## src/rtl/fifo_load_ctrl_n.sv

```systemverilog
// Frame load/drain controller: routes one of NUM_CH channels into a FIFO,
// writes up to LOAD_LEN words, then drains the FIFO automatically or on request.
module fifo_load_ctrl_n #(
  parameter int NUM_CH     = 4,
  parameter int CH_W       = 2,
  parameter int LOAD_LEN   = 16,
  parameter int CNT_W      = 5,
  parameter bit AUTO_DRAIN = 1'b1
) (
  input  logic             clk,
  input  logic             reset,
  input  logic             Start,
  input  logic [CH_W-1:0]  Ch_sel,
  input  logic             Full,
  input  logic             Empty,
  input  logic             Drain,
  input  logic             Abort,
  output logic [CH_W-1:0]  Mux,
  output logic             Write,
  output logic             Read,
  output logic             Ready,
  output logic [CNT_W-1:0] Word_cnt,
  output logic             Err
);

  typedef enum logic [2:0] {
    S_IDLE   = 3'd0,
    S_FRAME  = 3'd1,
    S_LOAD   = 3'd2,
    S_FINISH = 3'd3,
    S_HOLD   = 3'd4,
    S_READ   = 3'd5
  } state_t;

  // One extra bit so NUM_CH == 2**CH_W still compares correctly.
  localparam logic [CH_W:0]    NUM_CH_X = (CH_W+1)'(NUM_CH);
  localparam logic [CNT_W-1:0] CNT_LAST = CNT_W'(LOAD_LEN - 1);
  localparam logic [CNT_W-1:0] CNT_ONE  = CNT_W'(1);

  state_t            state_q, state_d;
  logic [CH_W-1:0]   ch_q, ch_d;
  logic [CNT_W-1:0]  cnt_q, cnt_d;
  logic              err_q, err_d;

  // Next-state and register update logic.
  always_comb begin
    state_d = state_q;
    ch_d    = ch_q;
    cnt_d   = cnt_q;
    err_d   = err_q;
    case (state_q)
      S_IDLE: begin
        if (Start) begin
          state_d = S_FRAME;
          err_d   = 1'b0;
        end else begin
          state_d = S_IDLE;
        end
      end
      S_FRAME: begin
        ch_d  = Ch_sel;
        cnt_d = {CNT_W{1'b0}};
        if ({1'b0, Ch_sel} >= NUM_CH_X) begin
          err_d   = 1'b1;
          state_d = S_IDLE;
        end else begin
          state_d = S_LOAD;
        end
      end
      S_LOAD: begin
        if (!Full) begin
          cnt_d = cnt_q + CNT_ONE;
        end else begin
          cnt_d = cnt_q;
        end
        if (Abort) begin
          err_d   = 1'b1;
          state_d = S_IDLE;
        end else if (Full) begin
          state_d = S_FINISH;
        end else if (cnt_q == CNT_LAST) begin
          state_d = S_FINISH;
        end else begin
          state_d = S_LOAD;
        end
      end
      S_FINISH: begin
        if (AUTO_DRAIN) begin
          state_d = S_READ;
        end else begin
          state_d = S_HOLD;
        end
      end
      S_HOLD: begin
        if (Abort) begin
          err_d   = 1'b1;
          state_d = S_IDLE;
        end else if (Drain) begin
          state_d = S_READ;
        end else begin
          state_d = S_HOLD;
        end
      end
      S_READ: begin
        if (Abort) begin
          err_d   = 1'b1;
          state_d = S_IDLE;
        end else if (Empty) begin
          state_d = S_IDLE;
        end else begin
          state_d = S_READ;
        end
      end
      default: state_d = S_IDLE;
    endcase
  end

  // State and datapath registers.
  always_ff @(posedge clk or posedge reset) begin
    if (reset) begin
      state_q <= S_IDLE;
      ch_q    <= {CH_W{1'b0}};
      cnt_q   <= {CNT_W{1'b0}};
      err_q   <= 1'b0;
    end else begin
      state_q <= state_d;
      ch_q    <= ch_d;
      cnt_q   <= cnt_d;
      err_q   <= err_d;
    end
  end

  // Output decode; only the strobes look at the FIFO flags.
  always_comb begin
    Mux      = {CH_W{1'b0}};
    Write    = 1'b0;
    Read     = 1'b0;
    Ready    = 1'b0;
    Word_cnt = cnt_q;
    Err      = err_q;
    case (state_q)
      S_IDLE: Ready = 1'b1;
      S_LOAD: begin
        Mux   = ch_q;
        Write = ~Full;
      end
      S_READ: Read = ~Empty;
      default: Ready = 1'b0;
    endcase
  end

endmodule

```

## config.mk

```make
export PLATFORM = sky130hd
export DESIGN_NAME = fifo_load_ctrl_n
export DESIGN_NICKNAME = d
export VERILOG_FILES = /design/src/rtl/fifo_load_ctrl_n.sv
export SDC_FILE = /design/constraint.sdc
export NUM_CORES = 1
export LEC_CHECK = 0
export ABC_AREA = 1
export CORE_UTILIZATION = 45
export CTS_BUF_LIST = sky130_fd_sc_hd__clkbuf_8
export DETAILED_ROUTE_END_ITERATION = 10
export GPL_ROUTABILITY_DRIVEN = 0
export PLACE_DENSITY = 0.76
export REMOVE_ABC_BUFFERS = 1
export SYNTH_ARGS = -nofsm -noshare
export SYNTH_HDL_FRONTEND = slang
export SYNTH_SLANG_ARGS = --single-unit
```

## constraint.sdc

```tcl
create_clock -name clk -period 3.2 [get_ports clk]
set_clock_uncertainty 0.2 [all_clocks]
set_input_delay 0.32 -clock clk [delete_from_list [all_inputs] [get_ports clk]]
set_output_delay 0.32 -clock clk [all_outputs]
set_load 0.05 [all_outputs]
```

# Word-level counts from Yosys, hierarchy flattened
# Cells that the tools add are included.
# word_totals
register_bits	11
in_bits	9
out_inout_bits	11
word_cells	40
# op_classes
add_sub_neg	1
n_eq_ne	9
n_mux	18
bitwise	2
n_reduce_logical	6
# op_table
operator	n
$pmux W3 S6	1
$pmux W5 S2	1
$mux W1	9
$mux W3	3
$eq A3 B2 Y1 const B	2
$eq A3 B3 Y1 const B	2
$add A5 B1 Y5 const B	1
$eq A5 B4 Y1 const B	1
$mux W5	1
$mux W2	2
$ne A2 B2 Y1 const B	2
$reduce_bool A2 Y1	2
$eq A3 B1 Y1 const B	1
$logic_not A3 Y1	1
$reduce_and A3 Y1	1
$reduce_or A3 Y1	1
$ne A2 B1 Y1 const B	1
$not A1 Y1	2
$pmux W1 S2	1
$reduce_and A2 Y1	1

# Logic depth before layout (Yosys ltp)
# Gate-level depths: netlist of the first run.
# logic_depth
depth_word	5
ltp_mapped	8
depth_no_buf	8

# Worst setup path before layout of the first run
# Ideal clock, no wire load.
# synth_path
path_kind	register to output
start	reg state_q[1]
end	out Read
arrival_time_ns	2.063
required_time_ns	2.680
setup_slack_ns	0.617
path_stages_with_launch	3
path_buffers	1
path_cell_list	dfrtp_1 > buf_4 > nor4_1
# synth_via
elab_chain_len	2
# synth_rtl
element	line	source
start, declared	40	state_t state_q, state_d;
start signal, assigned	126	state_q <= state_d;
$eq A3 B3 Y1	141	case (state_q)
$mux W1	141	
end, declared	20	output logic Read,
# No other way between the ends.

# Final worst setup path of the first run
# layout_path
start	reg state_q[2]
end	out Write
# layout_via
elab_chain_len	2
# layout_rtl
element	line	source
$eq A3 B2 Y1	141	
$mux W1	141	
end, declared	19	output logic Write,
# No other way between the ends.

==> flow_summary.json, run 1 <==
{
  "status": "complete, no violations",
  "power_per_cell_area_mw_per_mm2": 854,
  "netlist_area_um2": 684,
  "synth-simple-area-share_pct": 37.5,
  "num_clock_sinks": 11,
  "p_sw_mw": 0.388,
  "cts_buffer_count": 3,
  "timing.critical_path.slowest_stage_cell": "sky130_fd_sc_hd__clkdlybuf4s50_1",
  "ff2ff_path_depth": 8,
  "post_cts.repair.setup_buffers": 0,
  "place_ws_ps": 775,
  "post_cts.resized_instances": 0,
  "ir_worst_vdd_mv": 0.566,
  "cts_buffer_depth": 2,
  "grt_max_degree": 12,
  "cap_viol_max_count": 0,
  "final_period_minus_worst_setup_slack_ps": 2510,
  "p_int_mw": 0.407,
  "crit_type": "register to output pin",
  "clk_pin_slew_worst_paths_ps": 50,
  "core-area_mm2": 0.00135,
  "top_level_ports": 20,
  "drt-initial-drc-count": 10,
  "cts_hold_repair.buffers": 0,
  "post_synth_xor_area_fraction_pct": 0,
  "floorplan.die.height_um": 41,
  "drt_pre_antenna_iters": 3,
  "dp.final_hpwl_um": 1070,
  "first_pass_grt_wire_length_um": 2210,
  "critical_path_peak_fanout": 9,
  "critical_path_required_time_ps": 2680,
  "grt_pass1_vias": 559,
  "via_count": 640,
  "combPwrFrac_pct": 54.9,
  "synth-warning-count": 0,
  "drt-wirelength-per-cell_um": 10.7,
  "p_clk_share_pct": 16.7,
  "drv_slew": 0,
  "clockRootBuffer": "sky130_fd_sc_hd__clkbuf_8",
  "fin_nets": 128,
  "worstSetupEndpointType": "output pin",
  "critPathLaunchType": "register",
  "worst_setup_slack_final_ps": 694,
  "antenna_violations_before_repair": 0,
  "global_route_congestion_overflow_total": 0,
  "diodes": 0,
  "wirelength_um": 1400,
  "grt_usage_pct": 21.1,
  "std_cell_rows": 13,
  "maxSlewHeadroom_pct": 67.0,
  "timing.final.hold_violations": 0,
  "synth.lib_cells_used.distinct": 19,
  "final.setup.tns_ps": 0,
  "worstPathCellList": "inv_2 -> nand3_4 -> nor2_4 -> clkdlybuf4s50_1",
  "die_area_mm2": 0.00168,
  "die_width_um": 41,
  "synth-seq-cells": 11,
  "io_buffers": 19,
  "netSwitchingFraction_pct": 48.8,
  "clk_latency_ps": 230,
  "ant_nets": 0,
  "critical_path.max_stage_delay_ps": 820,
  "h_tree_level_count": 1,
  "sequential_cell_area_fraction_in_the_yosys_report_pct": 40.2,
  "syn2layout_area_growth_pct": 36.0,
  "fin_crit_sh_pct": 78.3,
  "complex_gate_fraction_of_the_synthesized_area_pct": 8.23,
  "post_route_cells_drive_above_1_share_pct": 10.3,
  "synth-adder-area-share_pct": 3.66,
  "start_util_pct": 50.7,
  "hold-worst-slack_ps": 175,
  "setup_violations": 0,
  "filler_cell_count": 111,
  "grt_setup_unrepaired": "false",
  "maximum_clock_frequency_mhz": 399,
  "tritoncts": "yes",
  "synth_cells": 94,
  "drcViolationCount": 0,
  "p_leak_nw": 0.471,
  "worst-slew-pin-transition_ps": 494,
  "combinational_family_with_the_most_area_after_synthesis": "simple AND/OR/NAND/NOR gates",
  "viasPerCell": 4.89,
  "post_synthesis_mux_area_share_pct": 0,
  "crit_arrival_ps": 1990,
  "syn-mean-instance-area_um2": 7.28,
  "seqPwrFrac_pct": 28.4,
  "worst_hold_path_type": "input port to asynchronous set/reset pin"
}
==> cells in the final DEF (no fill, tap or decap), drive strengths merged <==
cell,Yosys,layout
ha,2,2
clkbuf,0,3
clkdlybuf4s50,0,19
nor3,1,1
nor4,1,1
nand2,27,27
nand3,6,6
dfrtp,11,11
nor2,15,15
a21oi,2,2
nand4,4,4
o21ai,7,7
inv,17,18
==> logic make-up (layout without fill, tap and decap cells) <==
family          after synthesis  after routing
simple gates                 54             54
buf+inv                      18             40
flops                        11             11
compound gates                9              9
fa+ha+maj                     2              2
==> Yosys cell counts <==
cell                      instances  area (um^2)
sky130_fd_sc_hd__ha_1             2         25.0
sky130_fd_sc_hd__nor4_1           1         6.26
sky130_fd_sc_hd__nand3_1          5         25.0
sky130_fd_sc_hd__buf_4            1         7.51
sky130_fd_sc_hd__o21ai_0          4         20.0
sky130_fd_sc_hd__nor2_4           2         22.5
sky130_fd_sc_hd__nand2_1         26         97.6
sky130_fd_sc_hd__nor2_1          12         45.0
sky130_fd_sc_hd__a21oi_1          2         10.0
sky130_fd_sc_hd__nor3_1           1         5.00
sky130_fd_sc_hd__inv_1           14         52.6
sky130_fd_sc_hd__dfrtp_1         11          275
sky130_fd_sc_hd__nand2_2          1         6.26
sky130_fd_sc_hd__nand3_4          1         17.5
sky130_fd_sc_hd__inv_2            3         11.3
sky130_fd_sc_hd__nand4_1          4         25.0
sky130_fd_sc_hd__o21ai_1          2         10.0
sky130_fd_sc_hd__o21ai_4          1         16.3
sky130_fd_sc_hd__nor2_2           1         6.26
==> worst paths after layout <==
check | endpoint | start | slack, ps
max | Write | state_q[2] | 690
min | state_q[2] | reset | 180
max reg2reg | state_q[0] | Word_cnt[0] | 1580
min reg2reg | Err | Err | 280
max in group asynchronous | state_q[1] | reset | 2330
min in group clk | Err | Err | 280
==> critical path, delay by kind of cell, from the launching register on <==
| kind | cells | cell delay, ps |
|---|---|---|
| flops | 1 | 440 |
| simple gates | 2 | 330 |
| buf+inv | 2 | 970 |
==> cell type report <==
type / instances / area [um^2] / share of cell area, %
Clock inverter: 1 / 3.75 / 0.403
Tap cell: 15 / 18.8 / 2.02
Timing Repair Buffer: 19 / 190 / 20.4
Sequential cell: 11 / 275 / 29.6
Clock buffer: 3 / 41.3 / 4.44
Inverter: 17 / 63.8 / 6.85
Multi-Input combinational cell: 65 / 338 / 36.3
==> power by group through the flow <==
stage | Sequential [mW] | Clock, mW | Combinational, mW
6_report | 0.226 | 0.133 | 0.436
5_1_grt | 0.235 | 0.144 | 0.481
4_1_cts | 0.226 | 0.137 | 0.441
3_5_place_dp | 0.228 | 0 | 0.439
3_3_place_gp | 0.226 | 0 | 0.434
2_1_floorplan | 0.263 | 0 | 0.283
==> state kept, by name (all words and copies together) (netlist names) <==
signal,cells
state_q,3
ch_q,2
Err,1
Word_cnt,5
==> layer usage <==
| metal | track usage, % | up-vias | share of wire (%) |
|---|---|---|---|
| li1 | - | 336 | - |
| met1 | 24.9 | 283 | 46 |
| met2 | 34.4 | 16 | 47 |
| met3 | 3.26 | 5 | 4.8 |
| met4 | 15.0 | 0 | 3.0 |
| met5 | 0 | - | 0 |
==> through the flow <==
step | util [%] | power [mW] | area (um^2) | cells
2_1_floorplan | - | 0.546 | 677 | 93
3_3_place_gp | 65.6 | 0.661 | 886 | 127
3_5_place_dp | 65.6 | 0.666 | 886 | 127
4_1_cts | 69.0 | 0.804 | 931 | 131
5_1_grt | 69.0 | 0.859 | 931 | 131
6_report | 69.0 | 0.795 | 931 | 131
Power figures use the tool's default switching activity.
==> inputs of run 2 (changes only) <==
CORE_UTILIZATION = 43   (was 45)
clock period = 2.15 ns   (was 3.2 ns; I/O delays follow)
==> flow_summary.json, run 2 (synthesis gave the netlist of run 1 again) <==
{
  "critical_path_required_time_ps": 1740,
  "die_area_mm2": 0.00176,
  "wirelength_um": 1490,
  "cts_buffer_depth": 2,
  "core-area_mm2": 0.00149,
  "cpLargestDelayFamily": "buffers and inverters",
  "syn2layout_area_growth_pct": 41.7,
  "ir_worst_vdd_mv": 0.703,
  "std_cell_rows": 14,
  "fin_nets": 128,
  "drv_slew": 0,
  "place_ws_ps": 396,
  "post_route_cells_drive_above_1_share_pct": 14.7,
  "critical_path.n_buffers_inverters": 1,
  "grt_usage_pct": 20.2,
  "globalRouteMet1Util_pct": 23.4,
  "drt-wirelength-per-cell_um": 11.3,
  "antenna_violations_before_repair": 0,
  "drt-initial-drc-count": 11,
  "setup_violations": 0,
  "largest_register_ff_count": 5,
  "fin_crit_sh_pct": 89.5,
  "grt_setup_unrepaired": "false",
  "final.setup.tns_ps": 0,
  "cts_hold_repair.buffers": 0,
  "p_leak_nw": 0.491,
  "p_total_mw": 1.24,
  "worstPathCellList": "clkdlybuf4s50_1",
  "share_of_the_core_filled_with_cells_pct": 65.1,
  "post_cts.repair.setup_buffers": 0,
  "die_width_um": 41.9,
  "crit_type": "register to output pin",
  "worst_hold_path_type": "input port to asynchronous set/reset pin",
  "timing.final.hold_violations": 0,
  "crit_arrival_ps": 1510,
  "gr-max-usage-layer": "met2",
  "hold-worst-slack_ps": 61.1,
  "power_per_cell_area_mw_per_mm2": 1280,
  "tritoncts": "yes",
  "global_route_congestion_overflow_total": 0,
  "diodes": 0,
  "ff2ff_setup_slack_ps": 520,
  "worstSetupEndpointType": "output pin",
  "critPathLaunchType": "register",
  "cap_viol_max_count": 0,
  "first_pass_grt_wire_length_um": 2560,
  "top_level_ports": 20,
  "viasPerCell": 4.99,
  "worst_setup_slack_final_ps": 226,
  "maxSlewHeadroom_pct": 65.7,
  "status": "complete, no violations",
  "cts_buffer_count": 3,
  "critical_path_peak_fanout": 6,
  "grt_max_degree": 12,
  "ant_nets": 0,
  "via_count": 659,
  "most_common_cell_after_layout_fill_and_taps_aside": "sky130_fd_sc_hd__nand2_1",
  "io_buffers": 19,
  "clk_latency_ps": 240,
  "grt_use_met2_pct": 33.4,
  "floorplan.die.height_um": 41.9,
  "clk_pin_slew_worst_paths_ps": 50,
  "layout.cells.most_common_list": "sky130_fd_sc_hd__nand2_1, sky130_fd_sc_hd__inv_1, sky130_fd_sc_hd__clkdlybuf4s50_1, sky130_fd_sc_hd__nor2_1, sky130_fd_sc_hd__dfrtp_1",
  "h_tree_level_count": 1,
  "grt_pass1_vias": 600,
  "maximum_clock_frequency_mhz": 520,
  "worst-slew-pin-transition_ps": 509,
  "drcViolationCount": 0,
  "drt_pre_antenna_iters": 4,
  "critical_path.max_stage_delay_ps": 830,
  "num_clock_sinks": 11,
  "dp.final_hpwl_um": 1070,
  "final_period_minus_worst_setup_slack_ps": 1920,
  "gr-usage-met3_pct": 5.22,
  "start_util_pct": 46.0,
  "timing.critical_path.slowest_stage_cell": "sky130_fd_sc_hd__clkdlybuf4s50_1",
  "clockRootBuffer": "sky130_fd_sc_hd__clkbuf_8",
  "post_cts.resized_instances": 0
}
-- run 2: power breakdown --
group / total, mW / switching, mW / internal, mW
Clock: 0.204 / 0.0786 / 0.125
Combinational: 0.693 / 0.456 / 0.237
Sequential: 0.340 / 0.0699 / 0.270
Total: 1.24 / 0.604 / 0.632
-- run 2: final timing paths --
kind,startpoint,end,cells after the start
min in group clk,Err,Err,2
worst max register to register,Word_cnt[0],state_q[0],8
worst max-delay path,Word_cnt[2],Word_cnt[2],1
worst min-delay path,reset,Word_cnt[0],2
worst min register to register,Err,Err,2
max in group asynchronous,reset,Word_cnt[4],2
-- run 2: final cells by class --
class	count	area, um^2
fillers	127	519
multi-input cells	65	338
flip-flops and latches	11	275
repair buffers	19	228
inverters	17	63.8
clock buffers	3	41.3
well taps	16	20.0
clock inverters	1	3.75
-- run 2: routing by layer --
metal | part of all wire [%] | wire [um]
met4 | 2.6 | 38
met1 | 42 | 629
met5 | 0 | 0
met3 | 7.2 | 107
met2 | 48 | 711
-- run 2: stage by stage --
| step | instances | cell area [um^2] |
|---|---|---|
| after floorplan | 93 | 677 |
| after global placement | 128 | 925 |
| after detailed placement | 128 | 925 |
| after CTS | 132 | 970 |
| after global routing | 132 | 970 |
| final | 132 | 970 |
==> inputs of run 3 (changes only) <==
MAX_ROUTING_LAYER = met4   (was not set)
==> flow_summary.json, run 3 (synthesis gave the netlist of run 1 again) <==
{
  "worst_hold_path_type": "input port to asynchronous set/reset pin",
  "grt_pass1_vias": 600,
  "maximum_clock_frequency_mhz": 520,
  "fin_nets": 128,
  "start_util_pct": 46.0,
  "clk_pin_slew_worst_paths_ps": 50,
  "timing.final.hold_violations": 0,
  "ir_worst_vdd_mv": 0.704,
  "die_area_mm2": 0.00176,
  "cap_viol_max_count": 0,
  "cts_hold_repair.buffers": 0,
  "std_cell_rows": 14,
  "num_clock_sinks": 11,
  "core-area_mm2": 0.00149,
  "critical_path.max_stage_delay_ps": 830,
  "post_cts.resized_instances": 0,
  "antenna_violations_before_repair": 0,
  "area_used_by_multi_input_combinational_logic_um2": 338,
  "post_cts.repair.setup_buffers": 0,
  "timing.rr.start": "Word_cnt[0]",
  "cts_buffer_depth": 2,
  "final_period_minus_worst_setup_slack_ps": 1920,
  "numPlacedInstances": 128,
  "worstSetupEndpointType": "output pin",
  "die_width_um": 41.9,
  "wirelength_um": 1500,
  "layout.cells.most_common_list": "sky130_fd_sc_hd__nand2_1, sky130_fd_sc_hd__inv_1, sky130_fd_sc_hd__clkdlybuf4s50_1, sky130_fd_sc_hd__nor2_1, sky130_fd_sc_hd__dfrtp_1",
  "status": "complete, no violations",
  "filler_cell_count": 127,
  "drt-initial-drc-count": 11,
  "setup_violations": 0,
  "floorplan.die.height_um": 41.9,
  "ff_latch_area_um2": 275,
  "clockRootBuffer": "sky130_fd_sc_hd__clkbuf_8",
  "critical_path.n_buffers_inverters": 1,
  "grt_max_degree": 12,
  "cpLargestDelayFamily": "buffers and inverters",
  "critical_path_required_time_ps": 1740,
  "grt_usage_pct": 20.8,
  "grt_setup_unrepaired": "false",
  "clk_latency_ps": 240,
  "top_level_ports": 20,
  "crit_arrival_ps": 1510,
  "first_pass_grt_wire_length_um": 2560,
  "critical_path_peak_fanout": 6,
  "crit_start": "Word_cnt[2]",
  "worstPathCellList": "clkdlybuf4s50_1",
  "tritoncts": "yes",
  "cts_buffer_count": 3,
  "diodes": 0,
  "place_ws_ps": 396,
  "crit_type": "register to output pin",
  "dp.final_hpwl_um": 1070,
  "most_common_cell_after_layout_fill_and_taps_aside": "sky130_fd_sc_hd__nand2_1",
  "fin_crit_sh_pct": 89.5,
  "worst_setup_slack_final_ps": 227,
  "critPathLaunchType": "register",
  "global_route_congestion_overflow_total": 0,
  "p_leak_nw": 0.491,
  "h_tree_level_count": 1,
  "final_std_cells_w_o_fill": 132,
  "drv_slew": 0,
  "drt-wirelength-per-cell_um": 11.3,
  "via_count": 663,
  "syn2layout_area_growth_pct": 41.7,
  "largest_register_ff_count": 5,
  "drcViolationCount": 0,
  "timing.critical_path.slowest_stage_cell": "sky130_fd_sc_hd__clkdlybuf4s50_1",
  "io_buffers": 19,
  "ant_nets": 0,
  "maxSlewHeadroom_pct": 65.7,
  "power_per_cell_area_mw_per_mm2": 1280,
  "post_route_cells_drive_above_1_share_pct": 14.7,
  "viasPerCell": 5.02,
  "drt_pre_antenna_iters": 4,
  "worst-slew-pin-transition_ps": 509
}
run 3: final timing paths:
| path | cells after the start | end | slack, ps |
|---|---|---|---|
| setup / recovery | 1 | Word_cnt[2] | 230 |
| hold / removal | 2 | Word_cnt[0] | 60 |
| setup reg to reg | 8 | state_q[0] | 520 |
| hold reg to reg | 2 | Err | 280 |
| max in group asynchronous | 2 | Word_cnt[4] | 1400 |
| min in group clk | 2 | Err | 280 |
run 3: where the power goes:
group	internal, mW	switching, mW
logic	0.237	0.456
registers	0.270	0.0701
clock network	0.125	0.0786
total	0.632	0.604
run 3: stage by stage:
stage | total power, mW | cell area (um^2) | hold WS (ps) | TNS, ps | utilization, %
3_5_place_dp | 1.03 | 925 | 275 | 0 | 62.1
5_1_grt | 1.33 | 970 | 124 | 0 | 65.1
3_3_place_gp | 1.02 | 925 | 269 | 0 | 62.1
2_1_floorplan | 0.813 | 677 | -133 | -295 | -
6_report | 1.24 | 970 | 60.4 | 0 | 65.1
4_1_cts | 1.24 | 970 | 78.1 | 0 | 65.1
run 3: layout make-up:
cell class	instances	share of cell area (%)
repair buffers	19	23.5
clock buffers	3	4.26
flip-flops and latches	11	28.4
well taps	16	2.06
multi-input cells	65	34.8
clock inverters	1	0.387
inverters	17	6.58
run 3: metal layers:
layer  up-vias  wire (um)  global-route usage, %
met5         -          0                      -
met4         0         38                   11.6
met3         4        107                   5.22
met2        26        721                   33.4
met1       295        628                   23.4
li1        338          -                      -
